[src/rtl/comp_alu_pipe.sv]
// Two-stage pipelined R-type execute unit: RF read into S1, ALU + write-back into S2.
// Optional multiplier (funct 011000) enabled by defining COMP_ALU_PIPE_MUL_EN.
module comp_alu_pipe #(
    parameter int DATA_W  = 32,
    parameter int REG_NUM = 32
) (
    input  logic              clk,
    input  logic              rst,
    input  logic              in_valid,
    output logic              in_ready,
    input  logic [31:0]       in_instr,
    input  logic              cfg_we,
    input  logic [4:0]        cfg_addr,
    input  logic [DATA_W-1:0] cfg_data,
    output logic              out_valid,
    input  logic              out_ready,
    output logic [DATA_W-1:0] out_data,
    output logic              out_zero,
    output logic              out_carry,
    output logic              out_illegal
);
    localparam int AW = (REG_NUM > 2) ? $clog2(REG_NUM) : 1;

    localparam logic [5:0] F_ADD = 6'b100000;
    localparam logic [5:0] F_SUB = 6'b100010;
    localparam logic [5:0] F_AND = 6'b100100;
    localparam logic [5:0] F_OR  = 6'b100101;
    localparam logic [5:0] F_SLT = 6'b101010;
    localparam logic [5:0] F_SLL = 6'b000000;
    localparam logic [5:0] F_SRL = 6'b000010;
    localparam logic [5:0] F_MUL = 6'b011000;

    logic [DATA_W-1:0] rf [REG_NUM];

    logic              s1_valid;
    logic [DATA_W-1:0] s1_a;
    logic [DATA_W-1:0] s1_b;
    logic [4:0]        s1_rd;
    logic [4:0]        s1_shamt;
    logic [5:0]        s1_funct;
    logic              s1_illegal;

    logic              advance;
    logic              accept;
    logic              fwd_ok;
    logic              wb_en;
    logic [4:0]        rs;
    logic [4:0]        rt;
    logic [DATA_W-1:0] rs_rf;
    logic [DATA_W-1:0] rt_rf;
    logic [DATA_W-1:0] rs_val;
    logic [DATA_W-1:0] rt_val;
    logic [DATA_W-1:0] alu_res;
    logic              alu_carry;
    logic [DATA_W:0]   sum;
`ifdef COMP_ALU_PIPE_MUL_EN
    logic [2*DATA_W-1:0] prod;
`endif

    function automatic logic funct_legal(input logic [5:0] f);
        case (f)
            F_ADD, F_SUB, F_AND, F_OR, F_SLT, F_SLL, F_SRL: return 1'b1;
`ifdef COMP_ALU_PIPE_MUL_EN
            F_MUL: return 1'b1;
`endif
            default: return 1'b0;
        endcase
    endfunction

    assign advance  = s1_valid && (!out_valid || out_ready);
    assign in_ready = !s1_valid || advance;
    assign accept   = in_valid && in_ready;
    assign rs       = in_instr[25:21];
    assign rt       = in_instr[20:16];

    // Only a result that will really land in the RF may be forwarded.
    assign fwd_ok = advance && !s1_illegal && (s1_rd != 5'd0) && (int'(s1_rd) < REG_NUM);
    assign wb_en  = fwd_ok;

    always_comb begin
        rs_rf = '0;
        rt_rf = '0;
        if (rs != 5'd0 && int'(rs) < REG_NUM) rs_rf = rf[rs[AW-1:0]];
        if (rt != 5'd0 && int'(rt) < REG_NUM) rt_rf = rf[rt[AW-1:0]];
        rs_val = (fwd_ok && rs == s1_rd) ? alu_res : rs_rf;
        rt_val = (fwd_ok && rt == s1_rd) ? alu_res : rt_rf;
    end

    always_comb begin
        alu_res   = '0;
        alu_carry = 1'b0;
        sum       = '0;
`ifdef COMP_ALU_PIPE_MUL_EN
        prod      = '0;
`endif
        case (s1_funct)
            F_ADD: begin
                sum       = {1'b0, s1_a} + {1'b0, s1_b};
                alu_res   = sum[DATA_W-1:0];
                alu_carry = sum[DATA_W];
            end
            F_SUB: begin
                sum       = {1'b0, s1_a} + {1'b0, ~s1_b} + {{DATA_W{1'b0}}, 1'b1};
                alu_res   = sum[DATA_W-1:0];
                alu_carry = sum[DATA_W];
            end
            F_AND: alu_res = s1_a & s1_b;
            F_OR:  alu_res = s1_a | s1_b;
            F_SLT: alu_res = {{(DATA_W-1){1'b0}}, ($signed(s1_a) < $signed(s1_b))};
            F_SLL: alu_res = (int'(s1_shamt) >= DATA_W) ? '0 : (s1_b << s1_shamt);
            F_SRL: alu_res = (int'(s1_shamt) >= DATA_W) ? '0 : (s1_b >> s1_shamt);
`ifdef COMP_ALU_PIPE_MUL_EN
            F_MUL: begin
                prod      = {{DATA_W{1'b0}}, s1_a} * {{DATA_W{1'b0}}, s1_b};
                alu_res   = prod[DATA_W-1:0];
                alu_carry = |prod[2*DATA_W-1:DATA_W];
            end
`endif
            default: ;
        endcase
        if (s1_illegal) begin
            alu_res   = '0;
            alu_carry = 1'b0;
        end
    end

    always_ff @(posedge clk) begin
        if (rst) begin
            s1_valid    <= 1'b0;
            s1_a        <= '0;
            s1_b        <= '0;
            s1_rd       <= '0;
            s1_shamt    <= '0;
            s1_funct    <= '0;
            s1_illegal  <= 1'b0;
            out_valid   <= 1'b0;
            out_data    <= '0;
            out_zero    <= 1'b0;
            out_carry   <= 1'b0;
            out_illegal <= 1'b0;
            for (int i = 0; i < REG_NUM; i++) rf[i] <= '0;
        end else begin
            if (accept) begin
                s1_valid   <= 1'b1;
                s1_a       <= rs_val;
                s1_b       <= rt_val;
                s1_rd      <= in_instr[15:11];
                s1_shamt   <= in_instr[10:6];
                s1_funct   <= in_instr[5:0];
                s1_illegal <= (in_instr[31:26] != 6'd0) || !funct_legal(in_instr[5:0]);
            end else if (advance) begin
                s1_valid <= 1'b0;
            end

            if (advance) begin
                out_valid   <= 1'b1;
                out_data    <= alu_res;
                out_zero    <= (alu_res == '0);
                out_carry   <= alu_carry;
                out_illegal <= s1_illegal;
            end else if (out_ready) begin
                out_valid <= 1'b0;
            end

            // Write-back is issued after cfg so it wins a same-address collision.
            if (cfg_we && int'(cfg_addr) < REG_NUM) rf[cfg_addr[AW-1:0]] <= cfg_data;
            if (wb_en) rf[s1_rd[AW-1:0]] <= alu_res;
        end
    end
endmodule

[config.mk]
export PLATFORM = sky130hd
export DESIGN_NAME = comp_alu_pipe
export DESIGN_NICKNAME = d
export VERILOG_FILES = /design/src/rtl/comp_alu_pipe.sv
export SDC_FILE = /design/constraint.sdc
export NUM_CORES = 2
export LEC_CHECK = 0
export ABC_AREA = 0
export CORE_ASPECT_RATIO = 1.75
export CORE_MARGIN = 8
export CORE_UTILIZATION = 46
export CTS_CLUSTER_DIAMETER = 30
export DETAILED_ROUTE_END_ITERATION = 10
export DONT_BUFFER_PORTS = 1
export PLACE_DENSITY = 0.66
export SLEW_MARGIN = 20
export SYNTH_ARGS = -nofsm -noshare
export SYNTH_HDL_FRONTEND = slang
export SYNTH_SLANG_ARGS = --single-unit
[constraint.sdc]
create_clock -name clk -period 7.15 [get_ports clk]
set_clock_uncertainty 0.15 [all_clocks]
set_input_delay 2.145 -clock clk [delete_from_list [all_inputs] [get_ports clk]]
set_output_delay 2.145 -clock clk [all_outputs]
set_load 0.02 [all_outputs]
Word level (Yosys, flattened, before mapping):

Memory sizes are Yosys's and may differ from the RTL's.
Cells that the tools add are included.

* register bits: 118
* memory bits (writable): 1024
* bits of input ports: 74
* output and inout bits: 37
* logic and storage cells: 90
* memories kept: 1

* add/subtract/negate cells: 3
* $lt $le $gt $ge: 1
* equality and inequality tests: 14
* shifts and indexed selects: 2
* multiplexer cells: 29
* bitwise logic cells: 3
* reduce and logical (&&, ||, !) cells: 25

Memories
* rf: words 32, width 32, read ports 2, clocked after Yosys merged registers in 0, write ports 32, RTL line 33 `logic [DATA_W-1:0] rf [REG_NUM];`

Operators by type and width (number)
* two-way mux 32 bit: 7
* one-hot mux 32 bit (7 select lines): 1
* adder 32 x 32 -> 33 bit: 2
* OR reduction 32 bit: 2
* == test 6 bit (second input constant): 10
* adder 33 x 1 -> 33 bit (second input constant): 1
* AND 32 bit: 1
* logical NOT 32 bit: 1
* less-than comparator 32 bit: 1
* NOT 32 bit: 1
* bitwise OR 32 bit: 1
* left shift 32 x 5 -> 32 bit: 1
* >> shifter 32 x 5 -> 32 bit: 1
* two-way mux 1 bit: 18
* nonzero test 5 bit: 3
* == test 6 x 2 -> 1 bit (second input constant): 2
* logical NOT 6 bit: 2
* == test 5 bit: 2
* two-way mux 5 bit: 2
* OR reduction 7 bit: 1
* logical AND 1 bit: 6
* nonzero test 6 bit: 1
* logical NOT 1 bit: 4
* nonzero test 2 bit: 2
* 2 further kinds: 4

Longest topological paths before layout:

* depth in word-level cells: 10
* depth in mapped cells: 18
* gate-level depth less buffers: 14

Least setup slack after synthesis:

No wires, ideal clock.

* path type: input to register
* start: input port rst
* end: memory rf[0][0], enable pin
* setup time: 0.466 ns
* arrival time: 5.300 ns
* required time: 6.534 ns
* slack: 1.234 ns
* stages: 6
* path buffers: 2
* cells stage by stage: clkbuf_1 -> inv_1 -> nand2_1 -> or3_1 -> clkbuf_1 -> o21ai_0

RTL lines
* start, declared: RTL line 8 `input logic rst,`
* end, declared: RTL line 33

Final worst setup path:

* start: register s1_shamt[1]
* end: register out_zero

* word-level cells in the longest chain between the ends: 4
* elaborated cells between the ends (all ways): 5
* those cells by class: shift: 2; mux: 2; reduce/logical: 1

RTL lines
* start, declared: RTL line 39 `logic [4:0] s1_shamt;`
* start signal, assigned: RTL line 148 `s1_shamt <= in_instr[10:6];`
* >> shifter 32 x 5 -> 32 bit / left shift 32 x 5 -> 32 bit (equally long branches): RTL line 111, 110
* one-hot mux 32 bit (7 select lines) *: RTL line 96 `case (s1_funct)`
* two-way mux 32 bit *: RTL line 121 `if (s1_illegal) begin`
* logical NOT 32 bit *: RTL line 158 `out_zero <= (alu_res == '0);`
* end signal, assigned: RTL line 158
* end, declared: RTL line 18 `output logic out_zero,`

Every way passes the cells marked *; elsewhere a longest branch is shown, timed or not.
A chain may end at the register's enable or synchronous reset.

==> impl_metrics.ini <==
[clock_network]
clk_pin_slew_worst_paths_ps = 50
clock_latency_ps = 840
hold_buffers = 0
cts_root_buf = clkbuf_16
ctsHtreeMaxLevel = 4
cts_buffer_depth = 4
post_cts_buffers = 0
cts_resized = 0
cts_tree = done
cts_buffers = 194
cts.sinks = 1142

[placement]
place_worst_setup_slack_ps = 1630
gp_congestion = 1.07
port_buffers = 0
placed_area_sq_um = 77000
dpl.hpwl_microns = 222000

[worst_hold_path]
min-delay-path-class = register to register

[power_and_ir_drop]
ir_drop_uv = 193
powerDensity_nw_per_um2 = 248
p_total_uw = 20800
leakagePower_uw = 0.0277

[critical_path]
crit_chain = mux2_2 -> mux2i_1 -> mux4_2 -> o211ai_1 -> a21oi_1 -> a41oi_1 -> nor4bb_1 -> nand4_1 -> nand4b_1 -> nor3_1 -> a41o_1
worst-endpoint-arrival_ps = 6430
worstSetupPathType = register to register
crit_path_start_kind = register
crit_fanout = 49
end_kind = register
critical_path.slowest_cell = dfxtp_4
ff2ff_setup_slack_ps = 1330
worstPathRequired_ps = 7760
cp_slowest_stage_delay_ps = 840

[synthesis]
synth-edff-count = 1024
synth_cells = 7433
synthDistinctLibCells = 100
syn_nets = 7622
avgSynthCellArea_sq_um = 10.2
synthFlopType = edfxtp_1
async_flop_share_pct = 0
syn_area_sq_um = 75500
yosys_warnings = 0
synth-seq-cells = 1142
synth-seq-area-share_pct = 43.9

[global_routing]
grtUsageTotal_pct = 36.1
overflow = 0
grt_pass1_wl_microns = 469000
grt_pass1_vias = 64700
antenna_found_initial = 19
grt_max_degree = 373

[floorplan]
coreArea_sq_um = 163000
die-height_microns = 552
rows = 196
start_util_pct = 46.3
dieArea_sq_um = 178000
fp.dieW_microns = 322
io_pins = 111

[route]
drtIter0Drc = 9982
totalWireLength_microns = 332000
drc_errors = 0
wl_per_cell_microns = 35.9
ant_nets = 0
detail_route.first_pass.iterations = 9
vias = 67300
viasPerCell = 7.27

[sta]
min_period_over_period_pct = 81.4
slew_headroom_pct = 0.634
final-max-slew-violation-count = 0
tns_ps = 0
rsz0062_at_grt = no
finalSetupViolations = 0
fmax_ghz = 0.172
hold_viol_final = 0
fin_ws_ps = 1330
fin_crit_ps = 5820
worst_pin_slew_ps = 1490

[run]
drv_cap = 0

[cells_and_area]
nets = 7117
fill_cells = 14300
drive_gt1_share_pct = 17.2
multi_input_area_sq_um = 39100
syn2layout_area_growth_pct = 10.9
regArea_sq_um = 33100
postLayoutCellArea_sq_um = 83700
final_common_cell = o21ai_0
layout_common_cells = o21ai_0, nand3_1, edfxtp_1

[status]
status = complete, no violations
==> registers in the layout (all words and copies together), names as in the netlist <==
| register | cells |
|---|---|
| out_carry | 1 |
| out_data | 32 |
| out_illegal | 1 |
| out_valid | 1 |
| out_zero | 1 |
| rf | 1024 |
| s1_a | 32 |
| s1_b | 32 |
| s1_funct | 6 |
| s1_illegal | 1 |
| s1_rd | 5 |
| s1_shamt | 5 |
| s1_valid | 1 |
==> layer usage <==
layer	track usage [%]	vias up	wire, microns	part of all wire [%]
met5	0	-	103	0.031
met4	29.9	14	34700	10
met3	9.40	1564	35400	11
met2	61.3	5060	160000	48
met1	37.1	32900	102000	31
li1	-	27700	-	-
==> final cells by class <==
| cell class | instances | area share [%] |
|---|---|---|
| antenna | 4 | 0.0120 |
| tap | 2178 | 3.25 |
| multi-input combinational | 5274 | 46.6 |
| clock buffer | 216 | 5.98 |
| sequential | 1142 | 39.6 |
| timing repair buffer | 214 | 2.09 |
| inverter | 102 | 0.457 |
| clock inverter | 130 | 2.01 |
==> synth_stat cells, types with 18 or more instances <==
master       n  share of area (%)
o22ai_1     69               0.57
nor3_1      60               0.40
nor2b_1     22               0.18
nand2_1    218                1.1
nor2_1     447                2.2
dfxtp_1    118                3.1
a211oi_1    89               0.89
and3_1      18               0.15
mux4_2     362                 11
and2_1      44               0.36
clkbuf_1   786                3.9
buf_2       36               0.24
mux2i_1    402                5.3
buf_1       73               0.36
a22oi_1    121                1.2
o211ai_1    77               0.77
ha_1       113                1.9
mux2_2     143                2.1
a21oi_1    246                1.6
inv_1      100               0.50
nand2b_1    24               0.20
o21ai_0   1282                8.5
nand3_1   1038                6.9
a221oi_1   130                1.5
edfxtp_1  1024                 41
==> kinds of logic after synthesis <==
logic type      share of synthesized area [%]
simple gates                             12.5
buf+inv                                  5.28
xor+xnor                                0.255
fa+ha+maj                                1.93
mux                                      18.4
flops                                    43.9
compound gates                           17.8
==> power by group <==
| part | switching (uW) | internal, uW |
|---|---|---|
| sequential | 267 | 7580 |
| combinational | 2070 | 1100 |
| clock | 3630 | 6130 |
| total | 5970 | 14800 |
==> critical path: cells and delay by family, from the launching register on <==
kind | cells | cell delay, ps
AOI/OAI and AO/OA | 4 | 1250
and+or+nand+nor | 4 | 1710
muxes | 3 | 1750
DFF | 1 | 840
==> worst paths after layout <==
path,startpoint,to,cells past startpoint
setup reg to reg,s1_shamt[1],out_zero,11
setup / recovery,s1_shamt[1],out_zero,11
hold / removal,s1_a[20],s1_a[20],2
hold reg to reg,s1_a[20],s1_a[20],2
==> per-stage QoR <==
step	cells	utilization (%)	hold slack [ps]
2_1_floorplan	7433	-	320
3_3_place_gp	8908	47.2	348
3_5_place_dp	8909	47.2	354
4_1_cts	9255	51.3	363
5_1_grt	9257	51.3	396
6_report	9260	51.3	369
Power figures use the tool's default switching activity.
